**src/rtl/sipo_deserializer_if.sv**
```systemverilog
// sipo_deserializer_if
// Bundles the serial input side and the parallel output side of the
// deserializer.
//   Sin, Sin_en : serial data line (idle 1) and its sample strobe
//   Ack         : consumer acknowledge for the held word
//   Pout        : received 8-bit word
//   Valid       : Pout holds an unacknowledged word
//   Parity_err  : parity result for the word on Pout
//   Frame_err   : one-cycle pulse on a bad stop bit
//   Busy        : high whenever the receiver is not idle
// master = producer/consumer side (testbench), slave = the deserializer.
interface sipo_deserializer_if;
  logic       Sin;
  logic       Sin_en;
  logic       Ack;
  logic [7:0] Pout;
  logic       Valid;
  logic       Parity_err;
  logic       Frame_err;
  logic       Busy;

  modport master (
    output Sin, Sin_en, Ack,
    input  Pout, Valid, Parity_err, Frame_err, Busy
  );

  modport slave (
    input  Sin, Sin_en, Ack,
    output Pout, Valid, Parity_err, Frame_err, Busy
  );
endinterface

```
**src/rtl/sipo_deserializer.sv**
```systemverilog
// sipo_deserializer
// Serial-in / parallel-out receiver for frames of the form
//   start(0), d0..d7 (LSB first), even parity, stop(1).
// Sin is only examined on edges where Sin_en=1. A good frame is held on
// Pout with Valid=1 until Ack is sampled; frames arriving meanwhile are
// dropped silently. A bad stop bit pulses Frame_err and discards the word.
// Ports:
//   Clk   : rising-edge clock
//   Rst_n : asynchronous active-low reset
//   bus   : sipo_deserializer_if.slave (Sin/Sin_en/Ack in, Pout/Valid/
//           Parity_err/Frame_err/Busy out)
module sipo_deserializer (
  input  logic                  Clk,
  input  logic                  Rst_n,
  sipo_deserializer_if.slave    bus
);

  typedef enum logic [2:0] {
    S_IDLE, S_DATA, S_PARITY, S_STOP, S_HOLD
  } state_t;

  state_t     r_state,      w_state_nxt;
  logic [2:0] r_cnt,        w_cnt_nxt;
  logic [7:0] r_shreg,      w_shreg_nxt;
  logic       r_perr,       w_perr_nxt;
  logic [7:0] r_pout,       w_pout_nxt;
  logic       r_valid,      w_valid_nxt;
  logic       r_parity_err, w_parity_err_nxt;
  logic       r_frame_err,  w_frame_err_nxt;

  always_ff @(posedge Clk or negedge Rst_n) begin
    if (!Rst_n) begin
      r_state      <= S_IDLE;
      r_cnt        <= 3'd0;
      r_shreg      <= 8'h00;
      r_perr       <= 1'b0;
      r_pout       <= 8'h00;
      r_valid      <= 1'b0;
      r_parity_err <= 1'b0;
      r_frame_err  <= 1'b0;
    end else begin
      r_state      <= w_state_nxt;
      r_cnt        <= w_cnt_nxt;
      r_shreg      <= w_shreg_nxt;
      r_perr       <= w_perr_nxt;
      r_pout       <= w_pout_nxt;
      r_valid      <= w_valid_nxt;
      r_parity_err <= w_parity_err_nxt;
      r_frame_err  <= w_frame_err_nxt;
    end
  end

  always_comb begin
    w_state_nxt      = r_state;
    w_cnt_nxt        = r_cnt;
    w_shreg_nxt      = r_shreg;
    w_perr_nxt       = r_perr;
    w_pout_nxt       = r_pout;
    w_valid_nxt      = r_valid;
    w_parity_err_nxt = r_parity_err;
    w_frame_err_nxt  = 1'b0;          // pulse: only set for one edge

    case (r_state)
      S_IDLE: begin
        if (bus.Sin_en && !bus.Sin) begin
          w_state_nxt = S_DATA;
          w_cnt_nxt   = 3'd0;
        end
      end
      S_DATA: begin
        if (bus.Sin_en) begin
          // Right shift: after 8 samples the first (LSB) bit sits in [0].
          w_shreg_nxt = {bus.Sin, r_shreg[7:1]};
          w_cnt_nxt   = r_cnt + 3'd1;   // 7 -> 0 wraps as we leave DATA
          if (r_cnt == 3'd7)
            w_state_nxt = S_PARITY;
        end
      end
      S_PARITY: begin
        if (bus.Sin_en) begin
          w_perr_nxt  = (^r_shreg) ^ bus.Sin;
          w_state_nxt = S_STOP;
        end
      end
      S_STOP: begin
        if (bus.Sin_en) begin
          if (bus.Sin) begin
            w_pout_nxt       = r_shreg;
            w_parity_err_nxt = r_perr;
            w_valid_nxt      = 1'b1;
            w_state_nxt      = S_HOLD;
          end else begin
            w_frame_err_nxt  = 1'b1;
            w_state_nxt      = S_IDLE;
          end
        end
      end
      S_HOLD: begin
        // Serial input is deliberately ignored while a word is held.
        if (bus.Ack) begin
          w_valid_nxt = 1'b0;
          w_state_nxt = S_IDLE;
        end
      end
      default: w_state_nxt = S_IDLE;
    endcase
  end

  assign bus.Pout       = r_pout;
  assign bus.Valid      = r_valid;
  assign bus.Parity_err = r_parity_err;
  assign bus.Frame_err  = r_frame_err;
  assign bus.Busy       = (r_state != S_IDLE);

endmodule

```
**src/flat_wrapper.sv**
```systemverilog
// flat-port wrapper written by rule: the top's interface ports become plain ports
module sipo_deserializer_flat 
  (Clk, Rst_n, bus_Sin, bus_Sin_en, bus_Ack, bus_Pout, bus_Valid, bus_Parity_err, bus_Frame_err, bus_Busy);
  sipo_deserializer_if bus_i ();
  input  logic Clk;
  input  logic Rst_n;
  input wire logic [$bits(bus_i.Sin)-1:0] bus_Sin;
  input wire logic [$bits(bus_i.Sin_en)-1:0] bus_Sin_en;
  input wire logic [$bits(bus_i.Ack)-1:0] bus_Ack;
  output wire logic [$bits(bus_i.Pout)-1:0] bus_Pout;
  output wire logic [$bits(bus_i.Valid)-1:0] bus_Valid;
  output wire logic [$bits(bus_i.Parity_err)-1:0] bus_Parity_err;
  output wire logic [$bits(bus_i.Frame_err)-1:0] bus_Frame_err;
  output wire logic [$bits(bus_i.Busy)-1:0] bus_Busy;
  assign bus_i.Sin = bus_Sin;
  assign bus_i.Sin_en = bus_Sin_en;
  assign bus_i.Ack = bus_Ack;
  assign bus_Pout = bus_i.Pout;
  assign bus_Valid = bus_i.Valid;
  assign bus_Parity_err = bus_i.Parity_err;
  assign bus_Frame_err = bus_i.Frame_err;
  assign bus_Busy = bus_i.Busy;
  sipo_deserializer u_core (.Clk(Clk), .Rst_n(Rst_n), .bus(bus_i));
endmodule
```
**config.mk**
```make
export PLATFORM = sky130hd
export DESIGN_NAME = sipo_deserializer_flat
export DESIGN_NICKNAME = d
export VERILOG_FILES = /design/src/rtl/sipo_deserializer_if.sv /design/src/rtl/sipo_deserializer.sv /design/src/flat_wrapper.sv
export SDC_FILE = /design/constraint.sdc
export NUM_CORES = 1
export LEC_CHECK = 0
export ABC_AREA = 1
export CAP_MARGIN = 20
export CORE_ASPECT_RATIO = 2
export CORE_MARGIN = 5
export CORE_UTILIZATION = 40
export DETAILED_ROUTE_END_ITERATION = 10
export PLACE_DENSITY = 0.63
export RECOVER_POWER = 50
export SETUP_SLACK_MARGIN = 0.05
export SKIP_CTS_REPAIR_TIMING = 1
export SLEW_MARGIN = 40
export SYNTH_ARGS = -nofsm -noshare
export SYNTH_HDL_FRONTEND = slang
export SYNTH_SLANG_ARGS = --single-unit
```
**constraint.sdc**
```tcl
create_clock -name Clk -period 1.2 [get_ports Clk]
set_clock_uncertainty 0.1 [all_clocks]
set_input_delay 0.12 -clock Clk [delete_from_list [all_inputs] [get_ports Clk]]
set_output_delay 0.12 -clock Clk [all_outputs]
set_load 0.02 [all_outputs]
```
==> results <==
- TritonCTS built the clock tree.
- The worst setup path category is reg2reg.
- The sequential share of power is 0.289.
- The dominant combinational cell family by area after synthesis is simple AND/OR/NAND/NOR gates.
- Using the TritonRoute via totals, the vias-per-cell ratio works out to 5.16.
- The count of routing violations after the opening detailed-route iteration is 19.
- The total number of H-tree levels is 1.
- With fillers left out, the area of the finished cells amounts to 2050 sq um.
- The half-perimeter wire length after detailed placement is 2080 um.
- The count of buffers added on input and output ports is 16.
- The number of non-filler instances in the completed layout is 239.
- The maximum achievable frequency is 0.706 GHz.
- The synthesized netlist occupies a cell area of 1240 sq um.
- The path category of the worst min-delay check is in2reg.
- The clock latency reported for the late side of the worst-skew pair is 0.27 ns.
- The die outline area is 4400 sq um.
- The most common cell in the synthesized netlist is sky130_fd_sc_hd__nand2_1.
- In the synthesized netlist, the cells that appear most often are sky130_fd_sc_hd__nand2_1 (52), sky130_fd_sc_hd__dfrtp_1 (26), sky130_fd_sc_hd__inv_1 (19), sky130_fd_sc_hd__o21ai_0 (19).
- The required arrival time at the worst endpoint is 1.26 ns.
- In this run the cell area measured after placement is 1620 sq um.
- After clock tree synthesis, the clock-pin slew on the worst setup and hold paths is 0.10 ns.
- The area taken by flip-flops and latches is 656 sq um.
- Of the total power, the share spent switching nets is 0.409.
- The proportion of layout cells with a drive suffix above 1 is 0.483.
- Entering global routing, the biggest net connects 27 pins.
- Hold timing on the final database bottoms out at a slack of 0.201 ns.
- Counting the fill cells in the layout gives 211.
- Ranked by total cell area, the synthesized netlist is headed by sky130_fd_sc_hd__dfrtp_1 (52%), sky130_fd_sc_hd__nand2_1 (16%), sky130_fd_sc_hd__o21ai_0 (7.6%).
- The share of synthesized registers carrying an async set or reset is 1.00.
- The final number of max-transition violations came to 0.
- At the pin with the least slew margin, the transition time is 0.660 ns.
- The congestion estimate from routability-driven global placement came to 0.803.
- The largest fanout on the critical path is 10.
- The most used cell along the critical path is sky130_fd_sc_hd__nand2_1.
- The starting utilization of the core area is 0.418.
- The total via count in the routed design is 1234.
- In this run the standard cell core region covers 2980 sq um.
- Summed over all layers, the global routing overflow is 0.
- The count of max-cap constraint violations is 0.
- In the routed design, unresolved DRC markers number 0.
- The number of warnings reported in the yosys synthesis log is 0.
- The analysis attributes to net switching a power of 2.17 mW.
- In this run, CTS created clock tree buffers numbering 3.
- Of the total synthesized cell area, the portion taken by full adders, half adders and majority gates is 0.0201.
- For this run, the post-layout net count is 217.
- The number of inserted diodes is 0.
- In this run the tightest slew margin relative to its limit is 0.560.
- The number of antenna violations at the first check in global routing came to 0.
- The nature of the critical path startpoint is a flip-flop.
- The die height is 88.9 um.
- The delay of the slowest cell on the worst path is 0.45 ns.
- Once detail routing completed, the nets flagged for antenna violations numbered 0.
- In the post-route analysis, the smallest setup slack over all paths is -0.216 ns.
- The checks that failed: negative setup slack.
- The total wirelength of the detailed-routed design is 3550 um.
- The via count of the first global-routing pass is 1118.
- Dividing the detail-routed wire length by the instance count gives 14.8 um.
- The simple-gate share of the synthesized area is 0.231.
- The internal power is 3.13 mW.
- The floorplan step set the die width to 49.5 um.
- Including well taps, the total number of placed cells is 219.
- The share of synthesized area in the top cell type comes to 0.523.
- The critical path goes through inv_2 > nand2_2 > nor2_1 > nand2_1 > inv_4 > buf_12 > nand2_8 > nand2_1 > o21ai_0.
- The flow ran to the end, but the final reports show violations.
- The power share of the clock group is 0.139.
- The final cycle utilization of the critical path is 1.18.
- Setup repair after global routing could not meet its margin everywhere.
- The cell count after synthesis came out at 151.
- Of the total power, combinational logic draws 0.572.
- The number of synthesized flops with an enable pin is 0.
- Clock tree synthesis found a total of 26 sinks.
- The final-report hold violation count is 0.
- The initialized floorplan defines 28 standard-cell rows.
- For this run, the leading register cell type out of synthesis is sky130_fd_sc_hd__dfrtp_1.
- The synthesized area divided by synthesized cell count is 8.24 sq um.
- The overall power after layout is 5.30 mW.
- The first detailed-routing pass ran for 4 iterations.
- The final setup TNS is -4.19 ns.
- The global-route wire length before repair is 4760 um.
- The peak supply drop is 1580 uV.
- The total track usage is 0.137.
- The fraction of the mapped netlist area in compound gates is 0.132.
- Data on the critical path arrives at its endpoint at 1.48 ns.
- Subtracting the final worst setup slack from the clock period gives 1.42 ns.
- The distinct cell type count after synthesis is 18.
- The portion of synthesized area spent on multiplexers is 0.
- In this run the static leakage power is 1.17 nW.
- The post-synthesis sequential element count is 26.
- The cell sitting at the root of the clock tree is a sky130_fd_sc_hd__clkbuf_8.
- For this design the top-level I/O count stands at 17.
- Setup violations remaining at the end of the flow were counted as 26.
- The area taken by multi-input logic gates is 668 sq um.
- In this run the deepest clock path goes through 2 buffers.
- The area growth from synthesis to layout is 64.7%.
- The slowest stage of the critical path belongs to the cell sky130_fd_sc_hd__dfrtp_2.
- The sequential element share of the synthesized area is 0.523.
- Of the total synthesized cell area, the portion taken by XOR and XNOR cells is 0.00704.
- For this design the ratio of total power to cell area is 2580 nW/um^2.
- The leading area contributor after synthesis is sky130_fd_sc_hd__dfrtp_1.
- The nature of the critical path endpoint is a flip-flop.
- Counting every net in the synthesized netlist gives 158.
==> critical path: cells and delay by family, from the launching register on <==
kind                   cells  cell delay [ns]
AND/OR/NAND/NOR            5             0.37
buffers and inverters      3             0.30
flip-flops                 1             0.45
AO/OA/AOI/OAI              1             0.07
==> layout make-up <==
class                           count  share of cell area
Multi-Input combinational cell    102               0.326
Clock inverter                      1              0.0146
Clock buffer                        3              0.0201
Sequential cell                    26               0.320
Timing Repair Buffer               56               0.262
Inverter                           21              0.0397
Tap cell                           30              0.0183
==> stage by stage <==
stage / utilization / worst slack, ns
after floorplan: - / -0.0686
after global placement: 0.545 / -0.258
after detailed placement: 0.545 / -0.333
after CTS: 0.569 / -0.498
after global routing: 0.689 / -0.292
final: 0.689 / -0.216
==> power groups by stage <==
stage          Sequential, mW  Clock, mW  Combinational (mW)
2_1_floorplan            1.62          0                1.12
3_3_place_gp             1.47          0                2.22
3_5_place_dp             1.49          0                2.30
4_1_cts                  1.48      0.750                2.31
5_1_grt                  1.58      0.775                3.29
6_report                 1.53      0.738                3.03
==> sequential cells by signal (all words and copies together), names as in the netlist <==
name	cells
u_core.r_cnt	3
u_core.bus.Frame_err	1
u_core.r_perr	1
u_core.r_state	3
u_core.bus.Pout	8
u_core.r_shreg	8
u_core.bus.Parity_err	1
u_core.bus.Valid	1
==> cells by family after synthesis <==
family / after synthesis
buf+inv: 25
simple gates: 70
flops: 26
fa+ha+maj: 2
compound gates: 27
xor+xnor: 1
==> placed cells by master (no fill, tap or decap) <==
| master | netlist | final |
|---|---|---|
| sky130_fd_sc_hd__nand2_1 | 52 | 36 |
| sky130_fd_sc_hd__buf_4 | 2 | 27 |
| sky130_fd_sc_hd__dfrtp_1 | 26 | 22 |
| sky130_fd_sc_hd__nand2_2 | 1 | 16 |
| sky130_fd_sc_hd__inv_1 | 19 | 15 |
| sky130_fd_sc_hd__o21ai_2 | 7 | 15 |
| sky130_fd_sc_hd__dlymetal6s2s_1 | 0 | 12 |
| sky130_fd_sc_hd__buf_6 | 1 | 11 |
| sky130_fd_sc_hd__o21ai_1 | 0 | 9 |
| sky130_fd_sc_hd__inv_2 | 2 | 5 |
| sky130_fd_sc_hd__nand3_1 | 7 | 5 |
| sky130_fd_sc_hd__dfrtp_2 | 0 | 4 |
| sky130_fd_sc_hd__nor2_2 | 1 | 3 |
| sky130_fd_sc_hd__clkbuf_8 | 0 | 3 |
| sky130_fd_sc_hd__nor3_1 | 3 | 2 |
| sky130_fd_sc_hd__nor2_1 | 5 | 2 |
| sky130_fd_sc_hd__nand2_8 | 0 | 2 |
| sky130_fd_sc_hd__o21ai_0 | 19 | 2 |
| sky130_fd_sc_hd__nand2_4 | 1 | 2 |
| sky130_fd_sc_hd__ha_2 | 0 | 2 |
| sky130_fd_sc_hd__clkdlybuf4s50_1 | 0 | 2 |
| sky130_fd_sc_hd__nor2_4 | 0 | 1 |
| sky130_fd_sc_hd__nor3_4 | 0 | 1 |
| sky130_fd_sc_hd__o31ai_4 | 0 | 1 |
| sky130_fd_sc_hd__inv_4 | 0 | 1 |
| sky130_fd_sc_hd__nand3_4 | 0 | 1 |
| sky130_fd_sc_hd__nand3_2 | 0 | 1 |
| sky130_fd_sc_hd__xor2_2 | 0 | 1 |
| sky130_fd_sc_hd__bufinv_16 | 0 | 1 |
| sky130_fd_sc_hd__dlygate4sd3_1 | 0 | 1 |
| sky130_fd_sc_hd__buf_2 | 0 | 1 |
| sky130_fd_sc_hd__clkbuf_2 | 0 | 1 |
| sky130_fd_sc_hd__buf_12 | 0 | 1 |
==> metal layers <==
metal	vias to the layer above	wire [um]	part of all wire	global-route usage
li1	591	-	-	-
met1	600	1330	0.37	0.147
met2	33	1980	0.56	0.256
met3	10	91	0.026	0.0184
met4	0	146	0.041	0.0716
met5	-	0	0	0
==> path summary, 6_finish.rpt <==
kind	from	end	slack [ns]	cells after the start
worst max-delay path	u_core.r_state[2]	u_core.bus.Pout[7]	-0.22	9
worst max register to register	u_core.r_state[2]	u_core.bus.Pout[7]	-0.22	9
worst min-delay path	bus_Sin_en	u_core.r_state[1]	0.20	2
max in group asynchronous	Rst_n	u_core.r_state[2]	0.24	2
min in group asynchronous	Rst_n	u_core.bus.Pout[7]	0.30	2
worst min register to register	u_core.bus.Pout[2]	u_core.bus.Pout[2]	0.38	2
(Power assumes the default switching activity.)
==> variant 1, RTL diff (config.mk and constraints unchanged) <==
The 5 states of `state_t` get a one-hot encoding in 5 bits.
--- a/src/rtl/sipo_deserializer.sv
+++ b/src/rtl/sipo_deserializer.sv
@@ -15,8 +15,8 @@
   sipo_deserializer_if.slave    bus
 );
 
-  typedef enum logic [2:0] {
-    S_IDLE, S_DATA, S_PARITY, S_STOP, S_HOLD
+  typedef enum logic [4:0] {
+    S_IDLE = 5'b00001, S_DATA = 5'b00010, S_PARITY = 5'b00100, S_STOP = 5'b01000, S_HOLD = 5'b10000
   } state_t;
 
   state_t     r_state,      w_state_nxt;
Function: same outputs for any inputs over 10 cycles, from zero or initial values and one cycle with Rst_n low; not proved beyond that.
==> variant 1 against the unedited design <==
  * The run still ends with negative setup slack left
  * Critical path depth down 1
  * Global-route usage up 0.13 points
  * Worst setup slack worse by 67 ps
  * Critical endpoint is now u_core.r_state[2]
  * Cell area up 0.79%
  * Critical path type unchanged
  * Power down 23%
  * Routed wire length down 8.2%
  * Sequential cell count up 2
  * First-iteration DRC count up 16%
  * Synthesized area up 15%
==> variant 1: results (changes against the unedited design) <==
Outcome
  – Run status: finished with violations (unchanged)
  – Violations in the final reports: negative setup slack (unchanged)

Detailed routing
  – DR WL/cell: 12.2 µm (was 14.8 µm)
  – Total number of vias: 1240 (was 1234)
  – First DRT Iteration DRCs: 22 (was 19)
  – Metal-1 WL: 1170 µm (was 1330 µm)
  – Met3 WL post-DR: 80 µm (was 91 µm)

STA
  – Final number of setup-violating endpoints: 29 (was 26)
  – Relative slew slack: 52.7% (was 56.0%)
  – Setup WS post-layout: -283 ps (was -216 ps)

Finish
  – Final Non-Filler Cells: 267 (was 239)
  – Comb_multi_in: 115 (was 102)
  – Fillers: 301 (was 211)
  – Layout cells sized above 1: 37.9% (was 48.3%)
  – Layout Nets: 227 (was 217)
  – Buffers, non-clock: 47 (was 56)
  – FF/Latch Area: 703 µm² (was 656 µm²)
  – Clock buffer count in the final layout: 4 (was 3)

Synth
  – Post-synth top cells: nand2_1 (59), dfrtp_1 (27), inv_1 (23) (was nand2_1 (52), dfrtp_1 (26), inv_1 (19), o21ai_0 (19))
  – Top cells by area, synth: dfrtp_1 (47%), nand2_1 (16%), o21ai_2 (6.7%), inv_1 (6.0%), nand3_1 (4.6%) (was dfrtp_1 (52%), nand2_1 (16%), o21ai_0 (7.6%), inv_1 (5.7%), o21ai_2 (4.9%))
  – Sequential area share after synthesis: 49.2% (was 52.3%)
  – Distinct cells, synth: 22 (was 18)

GRT
  – Met2 GRT Util: 25.2% (was 25.6%)
  – Met1 usage: 15.0% (was 14.7%)
  – Pin count of the biggest net entering global routing: 29 (was 27)
  – GRT met3 Usage: 2.05% (was 1.84%)
  – GRT Total Usage: 13.8% (was 13.7%)
  – Global-route wire length before repair: 5190 µm (was 4760 µm)

Power and ir drop
  – Maximum vdd drop: 1.43 mV (was 1.58 mV)
  – Switching Share: 41.1% (was 40.9%)
  – Leakage: 1.19 nW (was 1.17 nW)

Min path
  – Hold crit path type: input port to asynchronous set/reset pin (was input port to flop)

Place
  – Placed Cells: 257 (was 219)
  – GP Congestion: 0.965 (was 0.803)
  – Worst slack at placement: -335 ps (was -333 ps)

Critical path
  – Crit Path Max Fanout: 4 (was 10)

Floorplanning
  – Die width: 52.2 µm (was 49.5 µm)
==> variant 1: cell count changes after synthesis, moves of 3 or more <==
cell	change
o21ai_1	+10
inv_1	+4
nor2_4	+3
o21ai_2	+4
nand3_1	+6
nor3_1	-3
o21ai_0	-17
nand2_1	+7
==> variant 1: worst paths after layout <==
kind	from	end	slack, ps	depth (start not counted)
worst min register to register	u_core.bus.Pout[0]	u_core.bus.Pout[0]	390	2
worst min-delay path	Rst_n	u_core.r_shreg[4]	320	2
worst max register to register	u_core.r_state[3]	u_core.r_state[2]	-280	8
min in group Clk	bus_Ack	u_core.bus.Valid	370	2
worst max-delay path	u_core.r_state[3]	u_core.r_state[2]	-280	8
max in group asynchronous	Rst_n	u_core.r_state[2]	200	2
==> variant 1: logic make-up (layout without fill, tap and decap cells) <==
kind of cell | after synthesis | after routing | synth area share, %
DFF | 28 | 28 | 49.2
and+or+nand+nor | 89 | 89 | 29.4
adders and majority gates | 2 | 2 | 1.75
buffers and inverters | 28 | 76 | 8.06
AOI/OAI and AO/OA | 24 | 24 | 11.6
==> variant 1: power groups by stage <==
stage               logic (mW)  clock network [mW]  registers (mW)
global placement          1.81                   0            1.38
detailed placement        1.87                   0            1.40
floorplan                 1.13                   0            1.42
finish                    2.16               0.523            1.40
CTS                       1.88               0.543            1.38
global route              2.40               0.572            1.44
==> variant 1: through the flow <==
stage	setup TNS [ps]	total power, mW	hold WS (ps)
final	-6570	4.07	315
after global routing	-8860	4.41	362
after CTS	-8980	3.80	93.6
after detailed placement	-7110	3.27	375
after global placement	-6460	3.19	358
after floorplan	-2300	2.55	-276
==> variant 1: critical path, cell delays in order (launching register included) <==
cell and delay, ps:
dfrtp_1 420, buf_6 130, nor2_4 110, nand4_4 90, buf_6 140, o21ai_4 150
nand2_4 100, nand3_2 80, nand2_1 50
==> variant 2, RTL diff (same flow settings) <==
Without the edit above. Reset style: synchronous (`Rst_n`), changed in one clocked block. Comments in the files are not updated.
--- a/src/rtl/sipo_deserializer.sv
+++ b/src/rtl/sipo_deserializer.sv
@@ -28,7 +28,7 @@
   logic       r_parity_err, w_parity_err_nxt;
   logic       r_frame_err,  w_frame_err_nxt;
 
-  always_ff @(posedge Clk or negedge Rst_n) begin
+  always_ff @(posedge Clk) begin
     if (!Rst_n) begin
       r_state      <= S_IDLE;
       r_cnt        <= 3'd0;
Behaviour: differs if Rst_n is asserted again (counterexample within 4 cycles, from zero or initial values and one cycle with Rst_n low); with Rst_n held inactive, the same outputs for 10 cycles.
==> variant 2 against the unedited design <==
  * The run still ends with negative setup slack left
  * Global-route usage is 0.41 points higher
  * Worst setup slack worse by 0.57 ps
  * Via count is 2.1% higher
  * Routed wire length is 10% lower
  * Sequential cell count stayed put
  * Non-clock buffer count stayed put
  * Sequential share of layout area is 3.4 points lower
  * Critical path depth is 1 higher
  * Cell area is 8.1% lower
  * Synthesized area is 4.3% lower
  * Critical path type unchanged
Power is not compared: it rests on default switching activity, and its combinational part moved more than twofold at a synthesized area within 25%.
==> variant 2: results (changes against the unedited design) <==
Synth
  – Synth Area in Adders: 2.10% (was 2.01%)
  – Top FF cell, synth: dfxtp_1 (was dfrtp_1)
  – Top cells by area, synth: dfxtp_1 (44%), nand2_1 (14%), a21oi_1 (9.2%), o21ai_0 (6.7%), inv_1 (5.7%) (was dfrtp_1 (52%), nand2_1 (16%), o21ai_0 (7.6%), inv_1 (5.7%), o21ai_2 (4.9%))
  – Distinct cells, synth: 23 (was 18)
  – Synth Area in Compound Gates: 19.6% (was 13.2%)
  – Post-synth net total: 174 (was 158)
  – Avg Inst Size Synth: 7.13 µm² (was 8.24 µm²)
  – Sequential area share after synthesis: 43.7% (was 52.3%)
  – Post-synth top cells: nand2_1 (43), dfxtp_1 (26), a21oi_1 (22) (was nand2_1 (52), dfrtp_1 (26), inv_1 (19), o21ai_0 (19))
  – Post-synth top area cell: dfxtp_1 (was dfrtp_1)

Detailed routing
  – DR WL/cell: 12.6 µm (was 14.8 µm)
  – First DRT Iteration DRCs: 18 (was 19)
  – Total number of vias: 1260 (was 1234)

Finish
  – Fillers: 258 (was 211)
  – Layout Nets: 231 (was 217)
  – Layout cells sized above 1: 36.8% (was 48.3%)

Outcome
  – Run status: finished with violations (unchanged)
  – Violations in the final reports: negative setup slack (unchanged)

Place
  – Placed Cells: 244 (was 219)
  – Final HPWL DP: 2360 µm (was 2080 µm)
  – GP Congestion: 0.824 (was 0.803)

STA
  – Setup WS post-layout: -217 ps (was -216 ps)
  – Tightest Pin Transition: 268 ps (was 660 ps)
  – Final number of setup-violating endpoints: 25 (was 26)

GRT
  – Vias in the first global route: 1228 (was 1118)
  – Global-route wire length before repair: 4890 µm (was 4760 µm)
  – Met2 GRT Util: 28.8% (was 25.6%)
  – GRT met3 Usage: 2.23% (was 1.84%)
  – GRT Total Usage: 14.1% (was 13.7%)
  – Met1 usage: 12.3% (was 14.7%)

Critical path
  – Crit Reg-Reg Endpoint: u_core.r_state[0] (was u_core.bus.Pout[7])
  – R2R cell count: 10 (was 9)
  – Crit path DAT: 1510 ps (was 1480 ps)
  – Critical Path End: u_core.r_state[0] (was u_core.bus.Pout[7])
  – Crit Path Max Fanout: 3 (was 10)

Min path
  – Hold crit path type: flop to flop (was input port to flop)
[variant 2: stage by stage]
stage	hold WS, ps	setup TNS, ps	setup slack [ps]	cell area, µm²	utilization, %
finish	396	-2900	-217	1880	64.8
global route	420	-5210	-319	1880	64.8
CTS	400	-6080	-401	1740	59.8
detailed placement	380	-7370	-411	1680	57.9
global placement	374	-6750	-348	1680	57.9
floorplan	98.5	-623	-78.2	1240	-
[variant 2: worst min path at each step]
stage	from	endpoint	slack (ps)
3_3_place_gp	u_core.r_cnt[1]	u_core.r_cnt[1]	370
4_1_cts	u_core.r_cnt[1]	u_core.r_cnt[1]	400
2_1_floorplan	bus_Sin	u_core.bus.Frame_err	100
5_1_grt	u_core.r_cnt[1]	u_core.r_cnt[1]	420
6_report	u_core.r_cnt[1]	u_core.r_cnt[1]	400
3_5_place_dp	u_core.r_perr	u_core.bus.Parity_err	380
[variant 2: layout make-up]
cell class / instances / area share (%)
timing repair buffer: 56 / 25.0
inverter: 20 / 4.12
sequential: 26 / 28.6
multi-input combinational: 117 / 37.5
tap: 30 / 1.99
clock buffer: 4 / 2.92
[variant 2: critical path: stages, from the launching register on]
cell     delay, ps
dfxtp_4        370
inv_2           50
nor2_4         120
buf_4          130
buf_6           90
nand2_4         50
o21ai_4        140
nor2_4          50
nand2_2         60
nand2_1         60
a21oi_1        130
[variant 2: report_power, final]
group	internal, mW	total, mW	switching (mW)	leakage, nW
clock	0.293	0.557	0.263	0.0288
sequential	0.974	1.07	0.0992	0.216
combinational	0.677	1.41	0.737	0.697
total	1.94	3.04	1.10	0.942
[variant 2: layer usage]
metal  up-vias  wire length (µm)  share of wire, %
met5         -                 0                 0
met3         7                73               2.3
met2        16              1850                58
li1        661                 -                 -
met1       576              1180                37
met4         0                81               2.5
[variant 2: cells by family (layout without fill, tap and decap cells)]
kind of cell,after synthesis,in the layout
adders and majority gates,2,2
buffers and inverters,24,80
AOI/OAI and AO/OA,44,44
and+or+nand+nor,70,70
xor gates and xnor gates,1,1
DFF,26,26
